## config.mk

```make
export PLATFORM = sky130hd
export DESIGN_NAME = load_store_unit_flat
export DESIGN_NICKNAME = d
export VERILOG_FILES = /design/src/rtl/load_store_unit_if.sv /design/src/rtl/load_store_unit.sv /design/src/flat_wrapper.sv
export SDC_FILE = /design/constraint.sdc
export NUM_CORES = 1
export LEC_CHECK = 0
export ABC_AREA = 1
export CAP_MARGIN = 20
export CORE_AREA = 2 2 130 132
export CTS_CLUSTER_DIAMETER = 30
export DETAILED_ROUTE_END_ITERATION = 10
export DIE_AREA = 0 0 132 134
export DONT_BUFFER_PORTS = 1
export MAX_ROUTING_LAYER = met4
export PLACE_DENSITY_LB_ADDON = 0.12
export SLEW_MARGIN = 20
export SYNTH_ARGS = -nofsm -noshare
export SYNTH_HDL_FRONTEND = slang
export SYNTH_SLANG_ARGS = --single-unit
```

## constraint.sdc

```tcl
create_clock -name clock -period 1.7 [get_ports clock]
set_input_delay 0.085 -clock clock [delete_from_list [all_inputs] [get_ports clock]]
set_output_delay 0.085 -clock clock [all_outputs]
set_load 0.02 [all_outputs]
```

## src/rtl/load_store_unit_if.sv

```systemverilog
// rtl/load_store_unit_if.sv - execute-side request/response and memory bus bundle for the load/store unit
interface load_store_unit_if #(
  parameter int XLEN = 32
) ();
  logic            req_valid;
  logic            req_ready;
  logic            req_write;
  logic [1:0]      req_width;
  logic            req_unsigned;
  logic [XLEN-1:0] req_addr;
  logic [XLEN-1:0] req_wdata;
  logic            resp_valid;
  logic            resp_fault;
  logic [XLEN-1:0] resp_rdata;
  logic [XLEN-1:0] mem_addr;
  logic [1:0]      mem_wwidth;
  logic            mem_wenable;
  logic [XLEN-1:0] mem_wdata;
  logic [XLEN-1:0] mem_rdata;

  // master: execute stage plus memory; slave: the load/store unit itself
  modport master (
    output req_valid, req_write, req_width, req_unsigned, req_addr, req_wdata, mem_rdata,
    input  req_ready, resp_valid, resp_fault, resp_rdata,
    input  mem_addr, mem_wwidth, mem_wenable, mem_wdata
  );

  modport slave (
    input  req_valid, req_write, req_width, req_unsigned, req_addr, req_wdata, mem_rdata,
    output req_ready, resp_valid, resp_fault, resp_rdata,
    output mem_addr, mem_wwidth, mem_wenable, mem_wdata
  );
endinterface

```

## src/rtl/load_store_unit.sv

```systemverilog
// rtl/load_store_unit.sv - single-outstanding load/store initiator with alignment/ROM-store fault detection
module load_store_unit #(
  parameter int              XLEN         = 32,
  parameter int              READ_LATENCY = 1,
  parameter logic [XLEN-1:0] ROM_END      = 32'h0800
) (
  input logic              clock,
  input logic              reset,
  load_store_unit_if.slave bus
);

  localparam logic [1:0] WRITE_BYTE     = 2'd0;
  localparam logic [1:0] WRITE_HALFWORD = 2'd1;
  localparam logic [1:0] WRITE_WORD     = 2'd2;

  typedef enum logic [1:0] {IDLE, ISSUE, WAIT, RESP} state_t;

  state_t          state;
  logic            write_q;
  logic            unsigned_q;
  logic [1:0]      width_q;
  logic [XLEN-1:0] addr_q;
  logic [XLEN-1:0] data_q;
  logic            fault_q;
  logic [7:0]      wait_cnt;

  logic            req_fault;
  logic [XLEN-1:0] lane;
  logic [XLEN-1:0] load_value;

  always_comb begin
    req_fault = 1'b0;
    if (bus.req_width == WRITE_HALFWORD && bus.req_addr[0])
      req_fault = 1'b1;
    if (bus.req_width == WRITE_WORD && bus.req_addr[1:0] != 2'b00)
      req_fault = 1'b1;
    if (bus.req_write && bus.req_addr < ROM_END)
      req_fault = 1'b1;
  end

  // ROM returns the whole aligned word, so the addressed lane must be shifted down;
  // every other region already presents the addressed byte in [7:0].
  always_comb begin
    lane       = (addr_q < ROM_END) ? (bus.mem_rdata >> {addr_q[1:0], 3'b000}) : bus.mem_rdata;
    load_value = lane;
    case (width_q)
      WRITE_BYTE:
        load_value = unsigned_q ? {{(XLEN-8){1'b0}}, lane[7:0]} : {{(XLEN-8){lane[7]}}, lane[7:0]};
      WRITE_HALFWORD:
        load_value = unsigned_q ? {{(XLEN-16){1'b0}}, lane[15:0]} : {{(XLEN-16){lane[15]}}, lane[15:0]};
      default:
        load_value = lane;
    endcase
  end

  assign bus.req_ready = (state == IDLE) && !reset;

  always_ff @(posedge clock) begin
    if (reset) begin
      state           <= IDLE;
      write_q         <= 1'b0;
      unsigned_q      <= 1'b0;
      width_q         <= WRITE_WORD;
      addr_q          <= '0;
      data_q          <= '0;
      fault_q         <= 1'b0;
      wait_cnt        <= 8'd0;
      bus.resp_valid  <= 1'b0;
      bus.resp_fault  <= 1'b0;
      bus.resp_rdata  <= '0;
      bus.mem_addr    <= '0;
      bus.mem_wwidth  <= WRITE_WORD;
      bus.mem_wenable <= 1'b0;
      bus.mem_wdata   <= '0;
    end else begin
      bus.resp_valid  <= 1'b0;
      bus.mem_wenable <= 1'b0;
      case (state)
        IDLE: begin
          if (bus.req_valid) begin
            write_q    <= bus.req_write;
            unsigned_q <= bus.req_unsigned;
            width_q    <= bus.req_width;
            addr_q     <= bus.req_addr;
            data_q     <= '0;
            fault_q    <= req_fault;
            if (req_fault) begin
              state <= RESP;
            end else begin
              bus.mem_addr    <= bus.req_addr;
              bus.mem_wwidth  <= bus.req_width;
              bus.mem_wdata   <= bus.req_wdata;
              bus.mem_wenable <= bus.req_write;
              state           <= ISSUE;
            end
          end
        end
        ISSUE: begin
          if (write_q) begin
            state <= RESP;
          end else if (READ_LATENCY == 0) begin
            data_q <= load_value;
            state  <= RESP;
          end else begin
            wait_cnt <= 8'd1;
            state    <= WAIT;
          end
        end
        WAIT: begin
          if (wait_cnt == 8'(READ_LATENCY)) begin
            data_q <= load_value;
            state  <= RESP;
          end else begin
            wait_cnt <= wait_cnt + 8'd1;
          end
        end
        RESP: begin
          bus.resp_valid <= 1'b1;
          bus.resp_fault <= fault_q;
          bus.resp_rdata <= data_q;
          state          <= IDLE;
        end
        default: state <= IDLE;
      endcase
    end
  end

endmodule

```

## src/flat_wrapper.sv

```systemverilog
// flat-port wrapper written by rule: the top's interface ports become plain ports
module load_store_unit_flat 
#(
  parameter int              XLEN         = 32,
  parameter int              READ_LATENCY = 1,
  parameter logic [XLEN-1:0] ROM_END      = 32'h0800
)
  (clock, reset, bus_req_valid, bus_req_write, bus_req_width, bus_req_unsigned, bus_req_addr, bus_req_wdata, bus_mem_rdata, bus_req_ready, bus_resp_valid, bus_resp_fault, bus_resp_rdata, bus_mem_addr, bus_mem_wwidth, bus_mem_wenable, bus_mem_wdata);
  load_store_unit_if #(.XLEN(XLEN)) bus_i ();
  input logic clock;
  input logic reset;
  input wire logic [$bits(bus_i.req_valid)-1:0] bus_req_valid;
  input wire logic [$bits(bus_i.req_write)-1:0] bus_req_write;
  input wire logic [$bits(bus_i.req_width)-1:0] bus_req_width;
  input wire logic [$bits(bus_i.req_unsigned)-1:0] bus_req_unsigned;
  input wire logic [$bits(bus_i.req_addr)-1:0] bus_req_addr;
  input wire logic [$bits(bus_i.req_wdata)-1:0] bus_req_wdata;
  input wire logic [$bits(bus_i.mem_rdata)-1:0] bus_mem_rdata;
  output wire logic [$bits(bus_i.req_ready)-1:0] bus_req_ready;
  output wire logic [$bits(bus_i.resp_valid)-1:0] bus_resp_valid;
  output wire logic [$bits(bus_i.resp_fault)-1:0] bus_resp_fault;
  output wire logic [$bits(bus_i.resp_rdata)-1:0] bus_resp_rdata;
  output wire logic [$bits(bus_i.mem_addr)-1:0] bus_mem_addr;
  output wire logic [$bits(bus_i.mem_wwidth)-1:0] bus_mem_wwidth;
  output wire logic [$bits(bus_i.mem_wenable)-1:0] bus_mem_wenable;
  output wire logic [$bits(bus_i.mem_wdata)-1:0] bus_mem_wdata;
  assign bus_i.req_valid = bus_req_valid;
  assign bus_i.req_write = bus_req_write;
  assign bus_i.req_width = bus_req_width;
  assign bus_i.req_unsigned = bus_req_unsigned;
  assign bus_i.req_addr = bus_req_addr;
  assign bus_i.req_wdata = bus_req_wdata;
  assign bus_i.mem_rdata = bus_mem_rdata;
  assign bus_req_ready = bus_i.req_ready;
  assign bus_resp_valid = bus_i.resp_valid;
  assign bus_resp_fault = bus_i.resp_fault;
  assign bus_resp_rdata = bus_i.resp_rdata;
  assign bus_mem_addr = bus_i.mem_addr;
  assign bus_mem_wwidth = bus_i.mem_wwidth;
  assign bus_mem_wenable = bus_i.mem_wenable;
  assign bus_mem_wdata = bus_i.mem_wdata;
  load_store_unit #(.XLEN(XLEN), .READ_LATENCY(READ_LATENCY), .ROM_END(ROM_END)) u_core (.clock(clock), .reset(reset), .bus(bus_i));
endmodule
```

* Word-level counts from Yosys, hierarchy flattened
Index checks and enable logic that the tools add are counted.
** Storage, ports and cells
- Register bits after elaboration :: 180
- Output and inout bits :: 102
- Bits of input ports :: 103
** Operators by class
- Magnitude comparators :: 2
- Add/subtract/negate cells :: 1
- Bitwise operators :: 3
- Reductions and logical operators :: 16
- Shifts and indexed selects :: 1
- Mux-type cells :: 19
- Eq/ne operators :: 11
** Operators by type and width (number)
- $mux 32 :: 5
- $pmux 32 s2 :: 2
- $lt 32x12->1 const B :: 2
- $shr 32x5->32 :: 1
- $mux 8 :: 2
- $pmux 8 s2 :: 1
- $reduce_and 3->1 :: 3
- $add 8x1->8 const B :: 1
- $eq 8x1->1 const B :: 1
- $pmux 2 s4 :: 1
- $eq 2x1->1 const B :: 3
- $eq 2x2->1 const B :: 3
- $mux 2 :: 3
- $ne 2x2->1 const B :: 3
- $reduce_bool 2->1 :: 3
- $mux 1 :: 5
- $logic_and 1x1->1 :: 4
- $logic_not 2->1 :: 2
- $reduce_and 2->1 :: 2
- $reduce_or 4->1 :: 1
- $not 1->1 :: 3
- $ne 2x1->1 const B :: 1
- $logic_not 1->1 :: 1

* Depth between registers and ports, before layout
Gate-level depths: netlist (run 1).
- Depth in word-level cells :: 8
- Mapped depth :: 12

* Worst setup path after synthesis (run 1)
OpenSTA, ideal clock, no wires.
- Kind :: flip-flop to flip-flop
- Start point :: reg u_core.state[0]
- End point :: reg u_core.data_q[0]
- Library setup time :: 0.070 ns
- Period minus slack after synthesis :: 1.613 ns
- Arrival time :: 1.543 ns
- Slack :: 0.087 ns
- Stages on the path, launching flop included :: 10
- Path through :: dfxtp_1 > inv_1 > ha_1 > inv_1 > nor2_1 > inv_1 > o211ai_1 > buf_2 > nand2_1 > a21oi_1
** Between the ends
- Word-level cells in the longest chain between the ends :: 3
- Elaborated cells between the ends (all ways) :: 7
** RTL lines
- from (decl) :: line load_store_unit.sv:18 : state_t state;
- from (signal assigned) :: line load_store_unit.sv:60 : state <= IDLE;
- from (signal assigned) :: line load_store_unit.sv:88 : state <= RESP;
- from (signal assigned) :: line load_store_unit.sv:94 : state <= ISSUE;
- $eq 2x2->1 or $logic_not 2->1 (tied branches) :: line load_store_unit.sv:78 : case (state)
- $ne 2x1->1 (no source line), or another cell as far along
- $reduce_and 3->1 (no source line)
- to (signal assigned) :: line load_store_unit.sv:102 : data_q <= load_value;
- to (signal assigned) :: line load_store_unit.sv:111 : data_q <= load_value;
- to (decl) :: line load_store_unit.sv:23 : logic [XLEN-1:0] data_q;
Several ways; a longest one is shown, not always the timed one.
A chain may end at the register's enable or synchronous reset.

* Worst setup path in the final report (run 1)
- Start point :: reg u_core.state[1]
- End point :: reg u_core.data_q[19]
The elaborated chain is that of the path after synthesis.

==> flow_summary_export.csv, run 1 <==
group,metric,value,unit
yosys,yosysWarnings,0,
power,power.switching,5.18,mW
clock_tree,cts_buffer_depth,2,
layout,layoutNonFillerInstCount,1310,
route,routedWlPerCell,15.6,µm
clock_tree,cts_num_sinks,171,
yosys,syn_area,0.00734,mm²
yosys,synth_flop_cell,"dfxtp_1",
min_path,min_path_type,"input pin to flop",
yosys,synthesis.instances,1053,
floorplanning,die_y,134,µm
power,seq_power_share,0.400,
clock_tree,htreeDepth,4,
worst_setup_path,arrival,1.92,ns
global_route,antenna_found_initial,0,
sta,tightest_slew,0.487,ns
placed_design,dp_hpwl,13.5,mm
yosys,syn_area_per_cell,6.97,µm²
worst_setup_path,startpoint_type,"flop",
global_route,groute.usage.overall,0.236,
placed_design,gp_congestion,0.887,
global_route,grt_max_degree,106,
power,leakage,3.67,nW
worst_setup_path,crit_path_end_kind,"flop",
global_route,grt_pass1_wl,32.7,mm
power,p_per_area,1570,mW/mm²
power,clkPwrFrac,0.276,
worst_setup_path,path_max_fanout,8,
yosys,synth-seq-area-share,0.466,
yosys,synthTopCellsByArea,"dfxtp_1 47%, nand2_1 16%, nor2_1 8.4%",
yosys,ys_ff_latch,171,
sta,skew,0.00937,ns
route,drt-vias-per-instance,5.15,
power,switching_share,0.379,
layout,fin_nets,1188,
floorplanning,initial_core_util,0.450,
route,num_vias,6747,
floorplanning,core,0.0163,mm²
sta,timing.final.crit_share,0.919,
route,post-route-drc-count,0,
route,totalWireLength,20.4,mm
sta,maxClockFrequency,640,MHz
floorplanning,rows,47,
layout,layout-drive-gt1-share,0.0972,
clock_tree,clk_pin_slew,0.07,ns
power,p_int,8.48,mW
clock_tree,clk_latency,0.43,ns
run_status,violations,"negative hold slack",
sta,hold_ws,-0.274,ns
clock_tree,holdBufCountCts,27,
clock_tree,cts_tree,"yes",
placed_design,dp.cells,1242,
yosys,synth_top_cell_area_share,0.466,
global_route,grt_overflow,0,
clock_tree,cts_buffers,17,
power,combPwrFrac,0.325,
sta,hold_viol,103,
sta,drv_slew,0,
yosys,synthesis.nets,1162,
power,vdd_drop_max,0.000874,V
yosys,synth.distinct_cells,31,
run_status,status,"finished, violations left",
sta,setup_viol,0,
sta,tns,0,ns
floorplanning,io_pins,205,
layout,synthToLayoutAreaGrowth,18.5,%
sta,max-slew-margin-rel,0.673,
worst_setup_path,cp.required,2.06,ns
clock_tree,cts_root_buf,"clkbuf_16",
route,detail_route.first_pass.iterations,5,
placed_design,io_buffers,0,
yosys,synth_top_area_cell,"dfxtp_1",
global_route,grt_pass1_vias,6403,
yosys,synth_edf_count,0,
sta,fin_crit,1.56,ns
route,ant_nets,0,
route,drt_iter0_drc,340,
power,total_power,13.7,mW
floorplanning,die_w,132,µm
floorplanning,die-area,0.0177,mm²
worst_setup_path,crit_type,"flop to flop",
layout,fillers,1672,
layout,n_antenna_cell,0,
yosys,synthArstFlopShare,0,
run,drv_cap,0,
power by group through the flow:
stage | clock [mW] | combinational, mW | sequential, mW
after detailed placement | 0 | 3.68 | 5.55
after global routing | 4.00 | 4.96 | 5.52
after floorplan | 0 | 2.75 | 5.42
after CTS | 3.85 | 4.10 | 5.46
final | 3.77 | 4.44 | 5.46
after global placement | 0 | 3.67 | 5.54
metal layers:
metal	track usage	vias up	routed length, µm
met5	-	-	0
met4	0.0815	0	313
met3	0.0597	28	1440
met2	0.381	187	9860
met1	0.289	3095	8790
li1	-	3437	-
through the flow:
stage | util | instance area (µm²) | setup slack, ns
final | 0.534 | 8690 | 0.137
after global routing | 0.534 | 8690 | -0.00426
after CTS | 0.522 | 8510 | 0.00556
after detailed placement | 0.467 | 7610 | 0.00237
after global placement | 0.467 | 7610 | 0.0230
after floorplan | - | 7340 | 0.0867
registers in the layout (all words and copies together) (netlist names), 2 cells and up:
signal,cells
u_core.state,2
u_core.data_q,32
u_core.addr_q,23
u_core.bus.resp_rdata,32
u_core.width_q,2
u_core.bus.mem_wdata,32
u_core.bus.mem_addr,32
u_core.bus.mem_wwidth,2
u_core.wait_cnt,8
worst max-delay path, cell delays in order, from the launching register on:
cell and delay, ns:
dfxtp_1 0.31, inv_1 0.12, ha_4 0.16, inv_1 0.07, nor2_4 0.11, inv_1 0.06, o211ai_1 0.12, buf_4 0.19
buf_6 0.15, nand2_1 0.07, a21oi_1 0.13
cell usage after synthesis, types with 4 or more instances:
library cell and number:
o2bb2ai_1 7, o21ai_0 78, dfxtp_1 171, o211ai_1 4, nor2_1 165, inv_2 6, inv_1 61, ha_1 6
a21oi_1 122, buf_2 14, a31oi_1 8, nand3_1 18, clkbuf_1 35, nand4_1 13, buf_4 11, nand2_1 310
final timing paths:
check,start,endpoint,slack (ns),cells past startpoint
setup / recovery,u_core.state[1],u_core.data_q[19],0.14,10
hold / removal,reset,u_core.bus.mem_wdata[19],-0.27,1
setup reg to reg,u_core.state[1],u_core.data_q[19],0.14,10
hold reg to reg,u_core.addr_q[11],u_core.addr_q[11],0.46,2
cells in the final DEF (no fill, tap or decap), types with 2 or more instances in the layout:
cell           count
o2bb2ai_1          7
nand3_1           16
clkinvlp_4         3
inv_1             60
nor2_2             3
dlygate4sd3_1     27
o211ai_1           4
clkbuf_16         17
inv_6              4
nand4_1           13
nand3_2            3
a21oi_1          120
o21ai_0           78
buf_12             5
ha_1               4
nand4_4            2
nand3_4            4
buf_6              2
buf_4             31
clkbuf_8           2
a31oi_1            8
dfxtp_1          170
inv_2              7
a211oi_1           2
nor2_4             7
nor3_1             3
a21oi_2            2
nand2_2            4
nand2_1          307
nor2_1           160
layout make-up:
class	instances	area [µm²]	share of cell area
clock buffers	20	457	0.0525
clock inverters	10	108	0.0124
inverters	67	251	0.0289
multi-input cells	755	3500	0.403
flip-flops and latches	171	3420	0.394
well taps	220	275	0.0317
repair buffers	67	673	0.0774
logic make-up (layout without fill, tap and decap cells):
| logic type | after synthesis | count (layout) | share of synthesized area |
|---|---|---|---|
| simple gates | 522 | 525 | 0.287 |
| compound gates | 224 | 224 | 0.161 |
| flops | 171 | 171 | 0.466 |
| buf+inv | 130 | 164 | 0.0755 |
| fa+ha+maj | 6 | 6 | 0.0102 |
timing repair:
action / CTS / global route
pin swaps: 0 / 7
endpoints found under the hold margin: 131 / 103
buffers inserted: 1 / 5
gates resized for setup: 3 / 29
cloned: 3 / 2
endpoints found under the setup margin: 3 / 97
No activity file was read; power rests on OpenSTA's default activity.
==> inputs of run 2 (changes only) <==
--- a/config.mk
+++ b/config.mk
@@ -13,7 +13,7 @@
 export DIE_AREA = 0 0 132 134
 export DONT_BUFFER_PORTS = 1
 export MAX_ROUTING_LAYER = met4
-export PLACE_DENSITY_LB_ADDON = 0.12
+export PLACE_DENSITY = 0.73
 export SLEW_MARGIN = 20
 export SYNTH_ARGS = -nofsm -noshare
 export SYNTH_HDL_FRONTEND = slang
==> flow_summary_export.csv, run 2 (synthesized netlist as in run 1, its figures left out) <==
group,metric,value,unit
sta,fin_ws,0.0585,ns
run_status,status,"finished, violations left",
sta,tightest_slew,0.471,ns
placed_design,pre_cts_ws,-0.0421,ns
sta,rsz0062_at_grt,"yes",
route,routedWlPerCell,15.6,µm
layout,synthToLayoutAreaGrowth,19.3,%
min_path,min_path_type,"input pin to flop",
global_route,antenna_found_initial,0,
floorplanning,core,0.0163,mm²
global_route,groute.usage.overall,0.225,
worst_setup_path,r2r_slack,0.06,ns
layout,layout-drive-gt1-share,0.104,
floorplanning,io_pins,205,
worst_setup_path,crit_path_end,"u_core.data_q[22]",
route,detail_route.first_pass.iterations,5,
sta,fin_crit,1.64,ns
worst_setup_path,arrival,1.95,ns
worst_setup_path,max_stage_delay,0.31,ns
clock_tree,cts_num_sinks,171,
layout,finalCoreUtilization,0.538,
min_path,min_path_cells,1,
sta,hold_ws,-0.275,ns
route,drt_iter0_drc,520,
global_route,grt_pass1_wl,31.4,mm
worst_setup_path,timing.critical_path.buf_inv,1,
worst_setup_path,crit_path_cell_trace,"nor2_1 -> nand2_1 -> nor2_4 -> buf_8 -> nand4_1 -> nand3_4 -> nand3_4 -> nand2_1 -> a21oi_2",
run,drv_cap,0,
worst_setup_path,r2r_start,"u_core.addr_q[13]",
route,ant_nets,0,
sta,max-slew-margin-rel,0.683,
global_route,grt_pass1_vias,6298,
clock_tree,cts_buffer_depth,2,
layout,n_antenna_cell,0,
layout,mostFrequentLayoutCell,"nand2_1",
clock_tree,htreeDepth,4,
sta,drv_slew,0,
run_status,violations,"negative hold slack",
layout,fin_nets,1188,
floorplanning,die_w,132,µm
floorplanning,die-area,0.0177,mm²
route,drt-vias-per-instance,5.19,
route,num_vias,6802,
worst_setup_path,reg2reg_to,"u_core.data_q[22]",
floorplanning,rows,47,
worst_setup_path,critPathSlowestCell,"dfxtp_1",
clock_tree,clk_latency,0.43,ns
sta,hold_viol,102,
global_route,grt_max_degree,106,
route,post-route-drc-count,0,
worst_setup_path,reg2reg_depth,9,
sta,setup_viol,0,
sta,tns,0,ns
sta,timing.final.crit_share,0.966,
power,leakage,3.68,nW
placed_design,gp_congestion,0.900,
floorplanning,initial_core_util,0.450,
worst_setup_path,cp.required,2.01,ns
route,totalWireLength,20.5,mm
power,vdd_drop_max,0.000990,V
clock_tree,cts_tree,"yes",
worst_setup_path,startpoint_type,"flop",
worst_setup_path,crit_type,"flop to flop",
sta,maxClockFrequency,609,MHz
clock_tree,cts_buffers,17,
worst_setup_path,path_max_fanout,8,
placed_design,dp_hpwl,13.2,mm
clock_tree,holdBufCountCts,29,
clock_tree,cts_root_buf,"clkbuf_16",
power,total_power,13.7,mW
placed_design,io_buffers,0,
worst_setup_path,setup.worst_path.start,"u_core.addr_q[13]",
clock_tree,clk_pin_slew,0.07,ns
sta,skew,0.0112,ns
floorplanning,die_y,134,µm
worst_setup_path,crit_path_end_kind,"flop",
worst_setup_path,critPathTopFamily,"simple AND/OR/NAND/NOR gates",
layout,layout_common_cells,"308 x nand2_1, 166 x dfxtp_1, 161 x nor2_1",
global_route,grt_overflow,0,
power,p_per_area,1560,mW/mm²
worst_setup_path,crit_cells,9,
run 2: layout make-up:
type,count,area (µm²)
Clock buffer,17,425
Multi-Input combinational cell,754,3480
Sequential cell,171,3430
Clock inverter,14,149
Tap cell,220,275
Inverter,67,254
Timing Repair Buffer,68,744
Fill cell,1572,7530
run 2: report_power, final:
group / internal, mW / switching [mW]
Clock: 1.96 / 1.81
Sequential: 4.64 / 0.845
Combinational: 1.74 / 2.69
Total: 8.33 / 5.34
run 2: worst reg2reg max path, cell delays in order, from the launching register on:
cell and delay, ns:
dfxtp_1 0.31, nor2_1 0.11, nand2_1 0.09, nor2_4 0.16
buf_8 0.16, nand4_1 0.17, nand3_4 0.19, nand3_4 0.13
nand2_1 0.13, a21oi_2 0.06
run 2: worst min-delay path by stage:
stage / end / startpoint / slack, ns
4_1_cts: u_core.bus.mem_wdata[26] / reset / -0.29
3_5_place_dp: u_core.bus.mem_wdata[26] / reset / 0.16
5_1_grt: u_core.bus.mem_wdata[26] / reset / -0.30
2_1_floorplan: u_core.bus.mem_wenable / bus_req_write / 0.23
6_report: u_core.bus.mem_wdata[19] / reset / -0.28
3_3_place_gp: u_core.bus.mem_wdata[27] / reset / 0.16
run 2: metal layers:
layer	vias to the layer above	global-route usage	part of all wire	wire, µm
li1	3443	-	-	-
met1	3097	0.279	0.44	8920
met2	241	0.358	0.47	9630
met3	21	0.0775	0.085	1740
met4	0	0.0477	0.010	212
met5	-	-	0	0
run 2: through the flow:
stage	instance area [µm²]	instances	hold slack, ns
floorplan	7340	1053	0.228
global route	8760	1311	-0.298
finish	8760	1311	-0.275
detailed placement	7590	1239	0.163
CTS	8470	1300	-0.294
global placement	7590	1239	0.161
run 2: what timing repair did:
item,CTS,global route
gates cloned,1,5
endpoints found under the hold margin,131,102
pin swaps,1,7
endpoints found under the setup margin,33,104
gates resized for setup,2,43
buffers inserted,0,6
==> inputs of run 3 (changes only) <==
--- a/config.mk
+++ b/config.mk
@@ -7,13 +7,14 @@
 export LEC_CHECK = 0
 export ABC_AREA = 1
 export CAP_MARGIN = 20
-export CORE_AREA = 2 2 130 132
+export CORE_AREA = 2 2 131 133
 export CTS_CLUSTER_DIAMETER = 30
 export DETAILED_ROUTE_END_ITERATION = 10
-export DIE_AREA = 0 0 132 134
+export DIE_AREA = 0 0 133 135
 export DONT_BUFFER_PORTS = 1
+export HOLD_SLACK_MARGIN = 0.02
 export MAX_ROUTING_LAYER = met4
-export PLACE_DENSITY = 0.73
+export PLACE_DENSITY = 0.72
 export SLEW_MARGIN = 20
 export SYNTH_ARGS = -nofsm -noshare
 export SYNTH_HDL_FRONTEND = slang
==> flow_summary_export.csv, run 3 (synthesized netlist as in run 1, its figures left out) <==
group,metric,value,unit
floorplanning,rows,47,
power,seq_power_share,0.393,
route,met2_length,9.91,mm
route,detail_route.first_pass.iterations,5,
clock_tree,holdBufCountCts,28,
power,vdd_drop_max,0.00107,V
run,drv_cap,0,
clock_tree,cts_buffer_depth,2,
clock_tree,cts_num_sinks,171,
sta,rsz0062_at_grt,"yes",
route,wl_met1,8.71,mm
worst_setup_path,crit_type,"flop to flop",
placed_design,io_buffers,0,
route,totalWireLength,21.0,mm
power,p_per_area,1570,mW/mm²
route,routedWlPerCell,16.0,µm
global_route,groute.usage.overall,0.229,
placed_design,pre_cts_ws,-0.0421,ns
power,clkPwrFrac,0.280,
power,leakage,3.74,nW
clock_tree,cts_tree,"yes",
sta,fin_crit,1.62,ns
global_route,grt_max_degree,106,
worst_setup_path,cp.required,2.06,ns
clock_tree,clk_pin_slew,0.07,ns
layout,finalCoreUtilization,0.539,
floorplanning,core,0.0164,mm²
worst_setup_path,startpoint_type,"flop",
sta,setup_viol,0,
layout,fin_nets,1194,
floorplanning,io_pins,205,
floorplanning,initial_core_util,0.447,
power,switching_share,0.389,
worst_setup_path,arrival,1.98,ns
route,post-route-drc-count,0,
placed_design,dp.cells,1239,
clock_tree,clk_latency,0.43,ns
floorplanning,die-area,0.0180,mm²
power,power.switching,5.42,mW
clock_tree,htreeDepth,4,
layout,layoutNonFillerInstCount,1319,
worst_setup_path,r2r_start,"u_core.addr_q[27]",
layout,layout_common_cells,"309 x nand2_1, 165 x dfxtp_1, 160 x nor2_1",
sta,tightest_slew,0.461,ns
sta,hold_viol,102,
min_path,hp-start,"reset",
min_path,min_path_type,"input pin to flop",
worst_setup_path,path_max_fanout,7,
sta,skew,0.00870,ns
sta,fin_ws,0.0758,ns
floorplanning,die_y,135,µm
sta,hold_ws,-0.279,ns
sta,drv_slew,0,
sta,maxClockFrequency,616,MHz
global_route,grt_pass1_vias,6590,
route,dr_wl_met3,2.07,mm
run_status,status,"finished, violations left",
placed_design,gp_congestion,0.906,
layout,mostFrequentLayoutCell,"nand2_1",
route,drt-vias-per-instance,5.22,
route,ant_nets,0,
global_route,antenna_found_initial,1,
layout,fillers,1539,
layout,layout-drive-gt1-share,0.111,
route,maxUsedRoutingLayer,"met4",
floorplanning,die_w,133,µm
sta,tns,0,ns
placed_design,dp_hpwl,13.5,mm
clock_tree,cts_buffers,17,
worst_setup_path,crit_path_end_kind,"flop",
worst_setup_path,setup.worst_path.start,"u_core.addr_q[27]",
clock_tree,cts_root_buf,"clkbuf_16",
sta,timing.final.crit_share,0.955,
run_status,violations,"negative hold slack",
route,num_vias,6887,
layout,synthToLayoutAreaGrowth,20.5,%
global_route,grt_overflow,0,
route,drt_iter0_drc,497,
power,combPwrFrac,0.326,
global_route,grt_pass1_wl,32.2,mm
sta,max-slew-margin-rel,0.690,
power,p_int,8.50,mW
run 3: changes by cell type in the layout (fill, tap and decap cells not counted), sizes merged:
| cell | before | now |
|---|---|---|
| buf | 36 | 42 |
| bufinv | 0 | 1 |
| clkinv | 5 | 4 |
| diode | 0 | 1 |
| dlygate4sd3 | 29 | 28 |
| inv | 75 | 76 |
| nand4 | 15 | 16 |
run 3: final timing paths:
kind	slack, ns	cells after the start	end
hold reg to reg	0.46	2	u_core.bus.resp_fault
setup reg to reg	0.08	10	u_core.data_q[9]
setup / recovery	0.08	10	u_core.data_q[9]
hold / removal	-0.28	1	u_core.bus.mem_wdata[27]
run 3: power groups by stage:
| stage | Clock, mW | Sequential, mW | Combinational (mW) |
|---|---|---|---|
| CTS | 3.96 | 5.47 | 3.74 |
| global route | 4.12 | 5.55 | 5.04 |
| floorplan | 0 | 5.42 | 2.75 |
| finish | 3.90 | 5.48 | 4.55 |
| global placement | 0 | 5.54 | 3.51 |
| detailed placement | 0 | 5.56 | 3.57 |
run 3: per-layer routing:
| layer | up-vias | GRT usage |
|---|---|---|
| met1 | 3136 | 0.269 |
| met5 | - | - |
| li1 | 3459 | - |
| met2 | 260 | 0.368 |
| met4 | 0 | 0.0657 |
| met3 | 32 | 0.0848 |
run 3: stage by stage:
step	total power, mW	cell area, µm²
floorplan	8.16	7340
global placement	9.05	7590
detailed placement	9.13	7590
CTS	13.2	8490
global route	14.7	8840
finish	13.9	8840
run 3: final cells by class:
cell class,count,area (µm²),share of cell area
clock buffer,17,425,0.0481
tap,220,275,0.0311
sequential,171,3430,0.388
timing repair buffer,73,779,0.0881
multi-input combinational,755,3510,0.397
inverter,67,254,0.0287
antenna,1,2.50,0.000283
clock inverter,15,170,0.0192
run 3: timing repair:
item                       CTS  global route
setup buffers                1            11
gates cloned                 0             7
hold endpoints to repair   131           102
pin swaps                    1            13
setup endpoints to repair   67           107
resized for setup            4            44
run 3: critical path: stages, from the launching register on:
cell	delay [ns]
dfxtp_2	0.33
nor2_2	0.11
nand2_1	0.09
nor2_4	0.20
nand3_2	0.14
nand2_2	0.12
nand3_4	0.16
buf_4	0.18
nand2_1	0.05
nand2_1	0.06
a21oi_1	0.11
